--- src/rtl/shift_issue_stage_if.sv ---
// shift_issue_stage_if: decoded-beat input and shifter-operand output handshake bundle
interface shift_issue_stage_if;
  logic        in_valid;
  logic        in_ready;
  logic [31:0] instr;
  logic [31:0] rs_data;
  logic [31:0] rt_data;
  logic        out_valid;
  logic        out_ready;
  logic [31:0] sh_a;
  logic [31:0] sh_b;
  logic [1:0]  sh_op;
  logic [4:0]  sh_rd;
  logic [15:0] drop_cnt;
  modport master (
    output in_valid, instr, rs_data, rt_data, out_ready,
    input  in_ready, out_valid, sh_a, sh_b, sh_op, sh_rd, drop_cnt
  );
  modport slave (
    input  in_valid, instr, rs_data, rt_data, out_ready,
    output in_ready, out_valid, sh_a, sh_b, sh_op, sh_rd, drop_cnt
  );
endinterface

--- src/rtl/shift_issue_stage.sv ---
// shift_issue_stage: decodes MIPS shifts into shifter operands behind a 2-entry skid buffer
module shift_issue_stage (
  input logic             clk,
  input logic             rst_n,
  input logic             flush,
  shift_issue_stage_if.slave bus
);
  typedef struct packed {
    logic [31:0] a;
    logic [4:0]  amt;
    logic [1:0]  op;
    logic [4:0]  rd;
  } beat_t;
  beat_t or_q, sr_q, nb;
  logic or_v, sr_v, is_shift, acc, fwd, drop, pop;
  logic [5:0] funct;
  logic [15:0] drop_q;
  logic unused;
  assign unused = ^{bus.instr[25:16], bus.rs_data[31:5]};
  // Shift functs are 000xyy with yy != 01; funct[2] picks the register-sourced amount
  always_comb begin
    funct = bus.instr[5:0];
    is_shift = bus.instr[31:26] == 6'd0 && funct[5:3] == 3'd0 && funct[1:0] != 2'b01;
    nb.a = bus.rt_data;
    nb.amt = funct[2] ? bus.rs_data[4:0] : bus.instr[10:6];
    nb.op = {funct[1] & funct[0], funct[1]};
    nb.rd = bus.instr[15:11];
    acc = bus.in_valid && bus.in_ready;
    fwd = acc && is_shift;
    drop = acc && !is_shift;
    pop = or_v && bus.out_ready;
  end
  // in_ready is !sr_v, so a new beat never arrives while SR is occupied
  always_ff @(posedge clk)
    if (!rst_n) begin
      or_v <= 1'b0;
      sr_v <= 1'b0;
      or_q <= '0;
      sr_q <= '0;
      drop_q <= '0;
    end else begin
      if (drop && !flush && drop_q != 16'hFFFF) drop_q <= drop_q + 16'd1;
      if (flush) begin
        or_v <= 1'b0;
        sr_v <= 1'b0;
      end else if (!or_v || pop) begin
        or_v <= sr_v || fwd;
        if (sr_v || fwd) or_q <= sr_v ? sr_q : nb;
        sr_v <= 1'b0;
      end else if (fwd) begin
        sr_v <= 1'b1;
        sr_q <= nb;
      end
    end
  assign bus.in_ready = !sr_v;
  assign bus.out_valid = or_v;
  assign bus.sh_a = or_q.a;
  assign bus.sh_b = {21'd0, or_q.amt, 6'd0};
  assign bus.sh_op = or_q.op;
  assign bus.sh_rd = or_q.rd;
  assign bus.drop_cnt = drop_q;
endmodule

--- src/flat_wrapper.sv ---
// flat-port wrapper written by rule: the top's interface ports become plain ports
module shift_issue_stage_flat 
  (clk, rst_n, flush, bus_in_valid, bus_instr, bus_rs_data, bus_rt_data, bus_out_ready, bus_in_ready, bus_out_valid, bus_sh_a, bus_sh_b, bus_sh_op, bus_sh_rd, bus_drop_cnt);
  shift_issue_stage_if bus_i ();
  input logic clk;
  input logic rst_n;
  input logic flush;
  input wire logic [$bits(bus_i.in_valid)-1:0] bus_in_valid;
  input wire logic [$bits(bus_i.instr)-1:0] bus_instr;
  input wire logic [$bits(bus_i.rs_data)-1:0] bus_rs_data;
  input wire logic [$bits(bus_i.rt_data)-1:0] bus_rt_data;
  input wire logic [$bits(bus_i.out_ready)-1:0] bus_out_ready;
  output wire logic [$bits(bus_i.in_ready)-1:0] bus_in_ready;
  output wire logic [$bits(bus_i.out_valid)-1:0] bus_out_valid;
  output wire logic [$bits(bus_i.sh_a)-1:0] bus_sh_a;
  output wire logic [$bits(bus_i.sh_b)-1:0] bus_sh_b;
  output wire logic [$bits(bus_i.sh_op)-1:0] bus_sh_op;
  output wire logic [$bits(bus_i.sh_rd)-1:0] bus_sh_rd;
  output wire logic [$bits(bus_i.drop_cnt)-1:0] bus_drop_cnt;
  assign bus_i.in_valid = bus_in_valid;
  assign bus_i.instr = bus_instr;
  assign bus_i.rs_data = bus_rs_data;
  assign bus_i.rt_data = bus_rt_data;
  assign bus_i.out_ready = bus_out_ready;
  assign bus_in_ready = bus_i.in_ready;
  assign bus_out_valid = bus_i.out_valid;
  assign bus_sh_a = bus_i.sh_a;
  assign bus_sh_b = bus_i.sh_b;
  assign bus_sh_op = bus_i.sh_op;
  assign bus_sh_rd = bus_i.sh_rd;
  assign bus_drop_cnt = bus_i.drop_cnt;
  shift_issue_stage u_core (.clk(clk), .rst_n(rst_n), .flush(flush), .bus(bus_i));
endmodule
--- config.mk ---
export PLATFORM = sky130hd
export DESIGN_NAME = shift_issue_stage_flat
export DESIGN_NICKNAME = d
export VERILOG_FILES = /design/src/rtl/shift_issue_stage_if.sv /design/src/rtl/shift_issue_stage.sv /design/src/flat_wrapper.sv
export SDC_FILE = /design/constraint.sdc
export NUM_CORES = 1
export LEC_CHECK = 0
export BUFFER_PORTS_ARGS = -buffer_cell sky130_fd_sc_hd__buf_2
export CAP_MARGIN = 40
export CORE_ASPECT_RATIO = 1.1
export CORE_UTILIZATION = 35
export DETAILED_ROUTE_END_ITERATION = 7
export PLACE_DENSITY = 0.6
export SYNTH_ARGS = -nofsm -noshare
export SYNTH_HDL_FRONTEND = slang
export SYNTH_SLANG_ARGS = --single-unit
--- constraint.sdc ---
create_clock -name clk -period 4.1 [get_ports clk]
set_input_delay 0.41 -clock clk [delete_from_list [all_inputs] [get_ports clk]]
set_output_delay 0.41 -clock clk [all_outputs]
set_load 0.005 [all_outputs]
==> metrics.txt <==
CP bufs+invs=3; crit end category=primary output; pin count of the biggest net entering global routing=45; outcome=completed; Syn Area/Cell=about 9 um^2; initial antenna violation count=0; Initial Util=36.4%; core area=14000 um^2; Clock Path Buffers=2; CTS tree=built; Crit path arrival time=between 1500 and 2000 ps; Sequential Power Share=approximately half; Post-synth EDFFs=0; total negative slack=0 ps; Clock Sinks=106; min cycle time layout=around 2300 ps; Cell Chain, Critical Path=buf_4 -> inv_1 -> buf_2; Clock Skew=9.37 ps; root buf cell=clkbuf_16; clock power share=between 40% and 50%; CP delay by family, top=buffers and inverters; Setup WS post-layout=about 1800 ps; DR WL/cell=approximately 15 um; Startpoint Class=flop; WS Path Type=flop to primary output; vias per inst=approximately 5.3; antenna viol nets, final=0; GPL Wtd Cong=0.785; Max stage delay cell, worst path=buf_4; synthesized cell area=just over 5000 um^2; # H-tree levels=3; Inserted Diodes=0; total CTS buffers=9; Setup WS pre-CTS=1500 ps; RSZ-0062 raised after global routing=false; flops & latches, synth=around 110; Buffers on Ports=125; DR DRC count=0; post-CTS resize count=0; Worst-path clk slew=roughly 70 ps; Gate Count Post-Synth=567; fmax=~0.43 GHz; Fin. Hold Viols=0; Post-DP HPWL=8660 um; Cell Rows=between 40 and 50; Yosys cell types=39; crit path max fanout=43; Comb power frac=5.9%; Pleak=0.00222 uW; vias in the first global route=4135; Sw Share=a little under a quarter; TritonRoute pass-1 iters=4; max cap viols=0; HP Class=input port to flop; Critical Path RT=roughly 3700 ps; die width=around 120 um; Area Growth Syn to Fin=18.6%; Worst IR Drop VDD=~0.00017 V; Post-synth top flop=dfxtp_1; final non-filler cell area=between 6000 and 7000 um^2; global-route wire length before repair=approximately 21000 um; Total Routing Usage GR=18.0%; internal power=1540 uW; Worst path max stage delay=~560 ps; Finish-stage setup viols=0; measured slew at the worst slew-check pin=between 800 and 900 ps; Crit. Startpoint=u_core.sr_v; Final period util=between 50% and 60%; nets=760; worst r2r src=u_core.sr_v; IO Pins=190; postcts setup bufs=0; hold_buf cts=0; PD cells=about 330 nW/um^2; most common cell after layout, fill and taps aside=buf_2; worst hold path startpoint=bus_rt_data[20]; share of cells above drive strength 1=25.0%; Starting DRT DRC Count=~190; final wirelength=around 13000 um; GR Overflow Total=0; die area=between 15000 and 20000 um^2; net switching power figure=roughly 450 uW; register area share after synthesis=41.8%; Die Y-Extent=between 100 and 150 um; final total power=roughly 2000 uW; Synth warnings=0; via count=about 4500; Slew Limit Fails=0; FFs w/ async S/R, synth=0%; dpl cell area=between 5000 and 6000 um^2; clock latency at the later pin of the worst-skew pair=around 350 ps; most frequent cells in the layout=125 x buf_2, 105 x dfxtp_1, 90 x a21oi_1, 57 x mux2i_1; Worst slew margin=41.7%
==> state kept, by name, indices dropped and copies added, names as in the netlist <==
signal,cells
u_core.bus.sh_rd,5
u_core.bus.out_valid,1
u_core.bus.drop_cnt,16
u_core.bus.sh_a,32
u_core.bus.sh_op,2
u_core.bus.sh_b,5
u_core.sr_q,44
u_core.sr_v,1
==> cells in the mapped netlist, types with 2 or more instances <==
cell / count / share of area (%)
buf_6: 5 / 1.1
a21oi_1: 90 / 8.9
o2111ai_1: 5 / 0.86
buf_4: 36 / 5.3
buf_2: 12 / 1.2
nor4_4: 2 / 0.84
dfxtp_1: 106 / 42
nand3_1: 44 / 4.3
nor4_1: 11 / 1.4
nor2_1: 3 / 0.22
mux2i_1: 57 / 11
nor3_1: 4 / 0.39
nor4b_2: 2 / 0.59
clkbuf_1: 27 / 2.0
nand4_1: 9 / 1.1
nand2b_1: 18 / 2.2
and4_1: 5 / 0.86
a211oi_1: 43 / 6.4
nand2_1: 25 / 1.8
o21ai_0: 44 / 4.3
==> cell type report <==
class	count	area, um^2
flip-flops and latches	106	2120
multi-input cells	404	2580
fillers	1425	7940
inverters	2	7.51
repair buffers	135	793
clock inverters	3	22.5
well taps	188	235
clock buffers	13	270
==> cell families (layout without fill, tap and decap cells) <==
kind of cell	after synthesis	count (layout)	synth area share (%)
AOI/OAI and AO/OA	187	187	21.4
and+or+nand+nor	132	132	15.4
DFF	106	106	41.8
buffers and inverters	83	153	9.82
muxes	57	57	11.2
adders and majority gates	1	1	0.246
other	1	27	0.0738
==> final timing paths <==
path                          to  cells past startpoint  slack (ps)
max                 bus_in_ready                      3        1800
min              u_core.sr_q[32]                      3         320
max reg2reg  u_core.bus.sh_a[12]                      4        1880
min reg2reg       u_core.sr_q[0]                      2         470
==> power groups by stage <==
stage / registers [uW] / logic, uW / clock network (uW)
6_report: 1030 / 117 / 843
5_1_grt: 1030 / 131 / 905
4_1_cts: 1030 / 117 / 864
3_5_place_dp: 1060 / 117 / 0
3_3_place_gp: 1060 / 110 / 0
2_1_floorplan: 1060 / 79.1 / 0
==> per-layer routing <==
metal	wire length [um]	up-vias	global-route usage, %
met3	666	11	4.24
met1	5980	2119	23.0
met5	0	-	0
met4	151	0	5.81
met2	6230	125	29.8
li1	-	2216	-
==> worst reg2reg max path, stage by stage, from the launching register on <==
cell      delay, ps
dfxtp_2         340
buf_4           560
a41o_2          790
a21oi_1         190
a211oi_1        250
==> metrics by stage <==
step	util, %	std cells	hold WS, ps
after global placement	40.1	830	459
final	43.2	851	321
after global routing	43.2	851	310
after floorplan	-	593	452
after CTS	43.2	851	306
after detailed placement	41.1	835	466
Note: power is estimated with default switching activity, not from simulation.
